===== config.mk =====
export PLATFORM = sky130hd
export DESIGN_NAME = sandbox_host_link
export DESIGN_NICKNAME = d
export VERILOG_FILES = /design/src/rtl/sandbox_link_pkg.sv /design/src/rtl/sandbox_link_tx_framer.sv /design/src/rtl/sandbox_host_link.sv
export SDC_FILE = /design/constraint.sdc
export NUM_CORES = 1
export LEC_CHECK = 0
export BUFFER_PORTS_ARGS = -buffer_cell sky130_fd_sc_hd__buf_2
export CAP_MARGIN = 20
export CORE_MARGIN = 2
export CORE_UTILIZATION = 40
export CTS_BUF_LIST = sky130_fd_sc_hd__clkbuf_16
export DETAILED_ROUTE_END_ITERATION = 10
export SLEW_MARGIN = 5
export SYNTH_ARGS = -nofsm -noshare
export SYNTH_HDL_FRONTEND = slang
export SYNTH_HIERARCHICAL = 1
export SYNTH_SLANG_ARGS = --single-unit

===== constraint.sdc =====
create_clock -name masterClock -period 2.9 [get_ports masterClock]
set_input_delay 0.58 -clock masterClock [delete_from_list [all_inputs] [get_ports masterClock]]
set_output_delay 0.58 -clock masterClock [all_outputs]
set_load 0.02 [all_outputs]

===== src/rtl/sandbox_link_pkg.sv =====
// Shared framing constants, FSM encodings and checksum helper for the sandbox host link.
package sandbox_link_pkg;

  localparam logic [7:0] RX_SYNC_DEF = 8'hA5;
  localparam logic [7:0] TX_SYNC_DEF = 8'h5A;
  localparam int         FRAME_LEN   = 7;

  typedef enum logic [2:0] {
    R_SYNC,
    R_CTRL,
    R_DATA,
    R_CSUM,
    R_WAIT,
    R_HOLD
  } rx_state_t;

  typedef enum logic {
    T_IDLE,
    T_SEND
  } tx_state_t;

  function automatic logic [7:0] csum(input logic [7:0] hdr, input logic [31:0] dat);
    return hdr ^ dat[7:0] ^ dat[15:8] ^ dat[23:16] ^ dat[31:24];
  endfunction

endpackage


===== src/rtl/sandbox_link_tx_framer.sv =====
// Frames status+result into a 7-byte host frame; captures on a transmit request edge, one-deep pending.
// First byte valid the cycle after capture; bytes advance only on valid&&ready, held stable while stalled.
module sandbox_link_tx_framer
  import sandbox_link_pkg::*;
#(
  parameter logic [7:0] TX_SYNC = TX_SYNC_DEF
) (
  input  logic        clk,
  input  logic        rst_n,
  input  logic        transmit_data,
  input  logic [7:0]  status,
  input  logic [31:0] output_data,
  input  logic        tx_rdy,
  output logic        tx_vld,
  output logic [7:0]  tx_dat,
  output logic        busy
);

  tx_state_t   state_q, state_d;
  logic        prev_q, prev_d;
  logic        pending_q, pending_d;
  logic [7:0]  status_cap_q, status_cap_d;
  logic [31:0] data_cap_q, data_cap_d;
  logic [2:0]  idx_q, idx_d;
  logic        vld_q, vld_d;
  logic [7:0]  dat_q, dat_d;
  logic        tx_edge;

  function automatic logic [7:0] byte_at(input logic [2:0] idx, input logic [7:0] st,
                                         input logic [31:0] dat);
    case (idx)
      3'd0:    return TX_SYNC;
      3'd1:    return st;
      3'd2:    return dat[7:0];
      3'd3:    return dat[15:8];
      3'd4:    return dat[23:16];
      3'd5:    return dat[31:24];
      default: return csum(st, dat);
    endcase
  endfunction

  always_comb begin
    state_d      = state_q;
    prev_d       = transmit_data;
    pending_d    = pending_q;
    status_cap_d = status_cap_q;
    data_cap_d   = data_cap_q;
    idx_d        = idx_q;
    vld_d        = vld_q;
    dat_d        = dat_q;
    tx_edge      = transmit_data && !prev_q;

    case (state_q)
      T_IDLE: begin
        if (tx_edge || pending_q) begin
          status_cap_d = status;
          data_cap_d   = output_data;
          pending_d    = 1'b0;
          idx_d        = 3'd0;
          vld_d        = 1'b1;
          dat_d        = TX_SYNC;
          state_d      = T_SEND;
        end
      end
      default: begin
        // A request arriving mid-frame is remembered once; further edges are lost.
        if (tx_edge) pending_d = 1'b1;
        if (vld_q && tx_rdy) begin
          if (idx_q == 3'(FRAME_LEN - 1)) begin
            vld_d   = 1'b0;
            state_d = T_IDLE;
          end else begin
            idx_d = idx_q + 3'd1;
            dat_d = byte_at(idx_q + 3'd1, status_cap_q, data_cap_q);
          end
        end
      end
    endcase
  end

  always_ff @(posedge clk or negedge rst_n) begin
    if (!rst_n) begin
      state_q      <= T_IDLE;
      prev_q       <= 1'b0;
      pending_q    <= 1'b0;
      status_cap_q <= '0;
      data_cap_q   <= '0;
      idx_q        <= '0;
      vld_q        <= 1'b0;
      dat_q        <= '0;
    end else begin
      state_q      <= state_d;
      prev_q       <= prev_d;
      pending_q    <= pending_d;
      status_cap_q <= status_cap_d;
      data_cap_q   <= data_cap_d;
      idx_q        <= idx_d;
      vld_q        <= vld_d;
      dat_q        <= dat_d;
    end
  end

  assign tx_vld = vld_q;
  assign tx_dat = dat_q;
  assign busy   = (state_q == T_SEND) || pending_q || tx_edge;

endmodule


===== src/rtl/sandbox_host_link.sv =====
// Host-side link: deframes host bytes into control+data for the sandbox process and frames its reply.
// Rx frame handed over once the reply framer is idle; bytes arriving while a frame is held are dropped.
module sandbox_host_link
  import sandbox_link_pkg::*;
#(
  parameter logic [7:0]  RX_SYNC        = RX_SYNC_DEF,
  parameter logic [7:0]  TX_SYNC        = TX_SYNC_DEF,
  parameter logic [23:0] TIMEOUT_CYCLES = 24'd1000000
) (
  input  logic        masterClock,
  input  logic        reset,
  input  logic        rxByteValid,
  input  logic [7:0]  rxByte,
  input  logic        txByteReady,
  output logic        txByteValid,
  output logic [7:0]  txByte,
  output logic        dataReceived,
  output logic [7:0]  control,
  output logic [31:0] inputData,
  input  logic        clearDR,
  input  logic        transmitData,
  input  logic [7:0]  status,
  input  logic [31:0] outputData,
  output logic        frameError,
  output logic        rxOverrun
);

  rx_state_t   state_q, state_d;
  logic [1:0]  idx_q, idx_d;
  logic [7:0]  ctrl_sh_q, ctrl_sh_d;
  logic [31:0] data_sh_q, data_sh_d;
  logic [23:0] cnt_q, cnt_d;
  logic [7:0]  control_q, control_d;
  logic [31:0] input_data_q, input_data_d;
  logic        data_received_q, data_received_d;
  logic        frame_error_q, frame_error_d;
  logic        rx_overrun_q, rx_overrun_d;
  logic        tx_busy;
  logic        in_frame;
  logic        expired;

  sandbox_link_tx_framer #(
    .TX_SYNC(TX_SYNC)
  ) u_tx (
    .clk          (masterClock),
    .rst_n        (reset),
    .transmit_data(transmitData),
    .status       (status),
    .output_data  (outputData),
    .tx_rdy       (txByteReady),
    .tx_vld       (txByteValid),
    .tx_dat       (txByte),
    .busy         (tx_busy)
  );

  always_comb begin
    state_d         = state_q;
    idx_d           = idx_q;
    ctrl_sh_d       = ctrl_sh_q;
    data_sh_d       = data_sh_q;
    control_d       = control_q;
    input_data_d    = input_data_q;
    data_received_d = data_received_q;
    frame_error_d   = 1'b0;
    rx_overrun_d    = 1'b0;

    in_frame = (state_q == R_CTRL) || (state_q == R_DATA) || (state_q == R_CSUM);
    // A byte in the expiry cycle takes priority over the timeout.
    expired  = in_frame && !rxByteValid && ((cnt_q + 24'd1) >= TIMEOUT_CYCLES);
    cnt_d    = (in_frame && !rxByteValid) ? cnt_q + 24'd1 : '0;

    case (state_q)
      R_SYNC: begin
        if (rxByteValid && rxByte == RX_SYNC) state_d = R_CTRL;
      end
      R_CTRL: begin
        if (rxByteValid) begin
          ctrl_sh_d = rxByte;
          idx_d     = 2'd0;
          state_d   = R_DATA;
        end
      end
      R_DATA: begin
        if (rxByteValid) begin
          data_sh_d = {rxByte, data_sh_q[31:8]};
          idx_d     = idx_q + 2'd1;
          if (idx_q == 2'd3) state_d = R_CSUM;
        end
      end
      R_CSUM: begin
        if (rxByteValid) begin
          if (rxByte == csum(ctrl_sh_q, data_sh_q)) begin
            state_d = R_WAIT;
          end else begin
            frame_error_d = 1'b1;
            state_d       = R_SYNC;
          end
        end
      end
      R_WAIT: begin
        if (rxByteValid) rx_overrun_d = 1'b1;
        if (!tx_busy) begin
          control_d       = ctrl_sh_q;
          input_data_d    = data_sh_q;
          data_received_d = 1'b1;
          state_d         = R_HOLD;
        end
      end
      R_HOLD: begin
        if (rxByteValid) rx_overrun_d = 1'b1;
        if (clearDR) begin
          data_received_d = 1'b0;
          state_d         = R_SYNC;
        end
      end
      default: state_d = R_SYNC;
    endcase

    if (expired) begin
      frame_error_d = 1'b1;
      state_d       = R_SYNC;
      cnt_d         = '0;
    end
  end

  always_ff @(posedge masterClock or negedge reset) begin
    if (!reset) begin
      state_q         <= R_SYNC;
      idx_q           <= '0;
      ctrl_sh_q       <= '0;
      data_sh_q       <= '0;
      cnt_q           <= '0;
      control_q       <= '0;
      input_data_q    <= '0;
      data_received_q <= 1'b0;
      frame_error_q   <= 1'b0;
      rx_overrun_q    <= 1'b0;
    end else begin
      state_q         <= state_d;
      idx_q           <= idx_d;
      ctrl_sh_q       <= ctrl_sh_d;
      data_sh_q       <= data_sh_d;
      cnt_q           <= cnt_d;
      control_q       <= control_d;
      input_data_q    <= input_data_d;
      data_received_q <= data_received_d;
      frame_error_q   <= frame_error_d;
      rx_overrun_q    <= rx_overrun_d;
    end
  end

  assign dataReceived = data_received_q;
  assign control      = control_q;
  assign inputData    = input_data_q;
  assign frameError   = frame_error_q;
  assign rxOverrun    = rx_overrun_q;

endmodule

==> run summary <==
• run status: finished clean
• max_cap viols: 0
• leading post-synthesis cells by cell area: sky130_fd_sc_hd__dfrtp_1, sky130_fd_sc_hd__mux2_2, sky130_fd_sc_hd__xnor2_1, sky130_fd_sc_hd__nor2_1, sky130_fd_sc_hd__xor2_1
• # Post-CTS Setup Buffers: 0
• critical register-to-register path startpoint: cnt_q[0]$_DFF_PN0_
• Inserted Clock Buffers: 17
• number of pins with negative max-slew slack in the final report: 0
• Max Clock Skew: 0.0134 ns
• number of cell instances on the worst register-to-register path: 8
• most common cell in the synthesized netlist: sky130_fd_sc_hd__dfrtp_1
• number of port buffers: 105
• Main synth FF type: sky130_fd_sc_hd__dfrtp_1
• horizontal die dimension: 146 um
• Post-CTS Resized: 0
• insertion delay to the later sink of the worst-skew pair: 0.43 ns
• NumNets Final: 826
• count of warnings emitted by yosys: 6
• filler cell count in the final layout: 1,874
• layout overhead on the synthesized area: 18.4%
• Final period util: 92.3%
• power per unit of standard cell area: 500 mW/mm^2
• distinct cell type count after synthesis: 67
• share of Yosys cell area claimed by the top area cell type: 51.5%
• LEAKAGE: 4.50 nW
• Util after Layout: 47.9%
• Critical Setup Path Class: reg -> reg
• most common library cells after synthesis: sky130_fd_sc_hd__dfrtp_1, sky130_fd_sc_hd__mux2_2, sky130_fd_sc_hd__xnor2_1, sky130_fd_sc_hd__nor2_1, sky130_fd_sc_hd__nand2_1
• share of flip-flops with an asynchronous set or reset after synthesis: 100%
• antenna violations before repair: 0
• via count of the first global-routing pass: 5,869
• cell area after synthesis: 0.00812 sq mm
• # hold bufs at CTS: 0
• data arrival time at the worst-slack endpoint: 3.00 ns
• per-cell routed wire length: 16.8 um
• total grt overflow: 0
• first-pass GRT wire length: 29.7 mm
• total number of vias: 5,459
• cell accounting for the most synthesized area: sky130_fd_sc_hd__dfrtp_1
• Hold Crit Class: in -> async
• largest vdd supply drop: 0.453 mV
• post-detailed-route count of antenna-violating nets: 0
• category of the worst setup path launch point: register
• clock tree from TritonCTS: done
• required arrival time at the worst endpoint: 3.22 ns
• area used by multi-input combinational logic: 0.00377 sq mm
• number of top-level pins: 106
• site row count: 52
• instance count of the mapped netlist: 654
• maximum level of the CTS H-tree: 4
• global routing usage summed across all routing layers: 17.3%
• Core Area: 0.0200 sq mm
• maximum net fanout on the critical path: 9
• pin count of the biggest net entering global routing: 69
• via-per-instance ratio: 5.21
• headroom to the max-slew limit: 47.8%
• actual transition at the worst max-transition pin: 0.783 ns
• clock-pin slew reported for the worst setup and hold paths after clock tree synthesis: 0.07 ns
• capturing point of the worst reg2reg path: state_q[0]$_DFFE_PN0P_
• total negative slack: 0 ns
• register bit count reported by yosys: 167
• RSZ-0062 raised after global routing: no
• Antenna diodes: 0
• Register-to-Register Setup Slack: 0.22 ns
• number of detailed-routing iterations run before antenna repair: 5
• achievable frequency: 0.374 GHz
• hold violation count in the final report: 0
• proportion of synthesized chip area in sequential cells: 51.5%
• Initial DRC Count: 340
• final worst path period need: 2.68 ns
• number of failing setup endpoints in the final timing report: 0
• die boundary height: 146 um
• detailed-route DRC error count: 0
• DP Wirelength: 12.3 mm
• clock tree sinks: 167
• Detailed Route WL: 17.6 mm
• global placement routability congestion: 0.814
• initial core utilization: 40.5%
• floorplan die area: 0.0214 sq mm
• sequential cell area in the final layout: 0.00418 sq mm
• cell chosen for the clock root: sky130_fd_sc_hd__clkbuf_16
• synthesized area per cell: 12.4 sq um
• Clock Path Buffers: 2
• endpoint type of the worst setup path: register
• share of layout cells above drive strength 1: 37.5%
• count of flip-flops with a built-in enable after synthesis: 0
-- cells by family (layout without fill, tap and decap cells) --
family                   count (synthesis)  in the layout  share of synthesized area, %
AO/OA/AOI/OAI                           85             85                          7.76
XOR/XNOR                                87             87                          10.3
adder cells (fa/ha/maj)                  7              7                          1.08
buffers and inverters                   40            161                          2.25
flip-flops                             167            167                          51.5
multiplexers                           130            130                          18.0
other                                    1              4                        0.0462
AND/OR/NAND/NOR                        137            137                          9.02
-- worst max path at each step --
stage,endpoint,start,depth (start not counted),slack [ns]
2_1_floorplan,cnt_q[12]$_DFF_PN0_,cnt_q[0]$_DFF_PN0_,9,0.41
3_3_place_gp,state_q[0]$_DFFE_PN0P_,cnt_q[0]$_DFF_PN0_,8,0.31
3_5_place_dp,state_q[0]$_DFFE_PN0P_,cnt_q[0]$_DFF_PN0_,8,0.22
4_1_cts,state_q[0]$_DFFE_PN0P_,cnt_q[0]$_DFF_PN0_,8,0.20
5_1_grt,cnt_q[14]$_DFF_PN0_,cnt_q[2]$_DFF_PN0_,8,0.08
6_report,state_q[0]$_DFFE_PN0P_,cnt_q[0]$_DFF_PN0_,8,0.22
-- state kept, by name, summed over array words and instances (netlist names), 2 cells and up --
name,count
state_q,3
ctrl_sh_q,8
u_tx/status_cap_q,8
u_tx/data_cap_q,32
data_sh_q,32
u_tx/tx_dat,8
cnt_q,24
control,8
idx_q,2
inputData,32
u_tx/idx_q,3
-- cell type report --
type	instances	share of cell area (%)
Sequential cell	167	43.5
Multi-Input combinational cell	450	39.3
Timing Repair Buffer	120	7.23
Clock buffer	17	4.43
Tap cell	270	3.52
Clock inverter	15	1.71
Inverter	9	0.352
-- metal layers --
layer | vias up | track usage, % | part of all wire [%]
li1 | 2567 | - | -
met4 | 0 | 6.12 | 1.4
met5 | - | 0 | 0
met1 | 2735 | 20.9 | 41
met3 | 21 | 5.00 | 5.9
met2 | 136 | 29.6 | 51
-- cell usage in the layout (no fill, tap or decap), types with 4 or more instances in the layout --
| master | Yosys | final |
|---|---|---|
| sky130_fd_sc_hd__dfrtp_1 | 167 | 167 |
| sky130_fd_sc_hd__buf_2 | 13 | 104 |
| sky130_fd_sc_hd__o21ai_0 | 11 | 11 |
| sky130_fd_sc_hd__clkbuf_16 | 0 | 17 |
| sky130_fd_sc_hd__ha_1 | 7 | 7 |
| sky130_fd_sc_hd__buf_12 | 0 | 4 |
| sky130_fd_sc_hd__xor2_1 | 14 | 14 |
| sky130_fd_sc_hd__nor3_1 | 9 | 8 |
| sky130_fd_sc_hd__a21oi_1 | 23 | 23 |
| sky130_fd_sc_hd__mux2i_1 | 4 | 4 |
| sky130_fd_sc_hd__a22o_1 | 7 | 7 |
| sky130_fd_sc_hd__mux2_2 | 124 | 124 |
| sky130_fd_sc_hd__conb_1 | 1 | 4 |
| sky130_fd_sc_hd__xnor2_1 | 67 | 67 |
| sky130_fd_sc_hd__nor2_1 | 42 | 41 |
| sky130_fd_sc_hd__nand2b_1 | 5 | 5 |
| sky130_fd_sc_hd__a211o_1 | 4 | 4 |
| sky130_fd_sc_hd__a22oi_1 | 4 | 4 |
| sky130_fd_sc_hd__inv_6 | 0 | 5 |
| sky130_fd_sc_hd__xnor3_1 | 5 | 5 |
| sky130_fd_sc_hd__nand3_1 | 11 | 11 |
| sky130_fd_sc_hd__inv_1 | 9 | 9 |
| sky130_fd_sc_hd__a222oi_1 | 5 | 5 |
| sky130_fd_sc_hd__nand2_1 | 31 | 31 |
| sky130_fd_sc_hd__buf_4 | 0 | 11 |
| sky130_fd_sc_hd__nor4_1 | 7 | 7 |
| sky130_fd_sc_hd__nand4_1 | 7 | 7 |
-- power breakdown --
part	internal, W	switching [W]	total (W)
registers	0.00234	0.0000139	0.00236
logic	0.0000749	0.0000960	0.000171
clock network	0.00129	0.000989	0.00228
total	0.00371	0.00110	0.00481
-- per-stage QoR --
stage	instances	hold slack (ns)	area (sq um)	setup slack, ns	power [W]
after global routing	1048	0.193	9610	0.0784	0.00499
final	1048	0.142	9610	0.224	0.00481
after detailed placement	1016	0.473	9020	0.220	0.00258
after CTS	1048	0.165	9610	0.198	0.00489
after floorplan	657	0.284	8130	0.410	0.00246
after global placement	1016	0.478	9020	0.309	0.00258
-- worst max-delay path: stages, from the launching register on --
cell	delay, ns
sky130_fd_sc_hd__dfrtp_1	0.40
sky130_fd_sc_hd__ha_1	0.33
sky130_fd_sc_hd__nand3_4	0.18
sky130_fd_sc_hd__nor4_4	0.47
sky130_fd_sc_hd__mux2_4	0.23
sky130_fd_sc_hd__o22ai_1	0.07
sky130_fd_sc_hd__or3_4	0.42
sky130_fd_sc_hd__o21a_1	0.20
sky130_fd_sc_hd__o31a_1	0.27
Power figures use the tool's default switching activity.
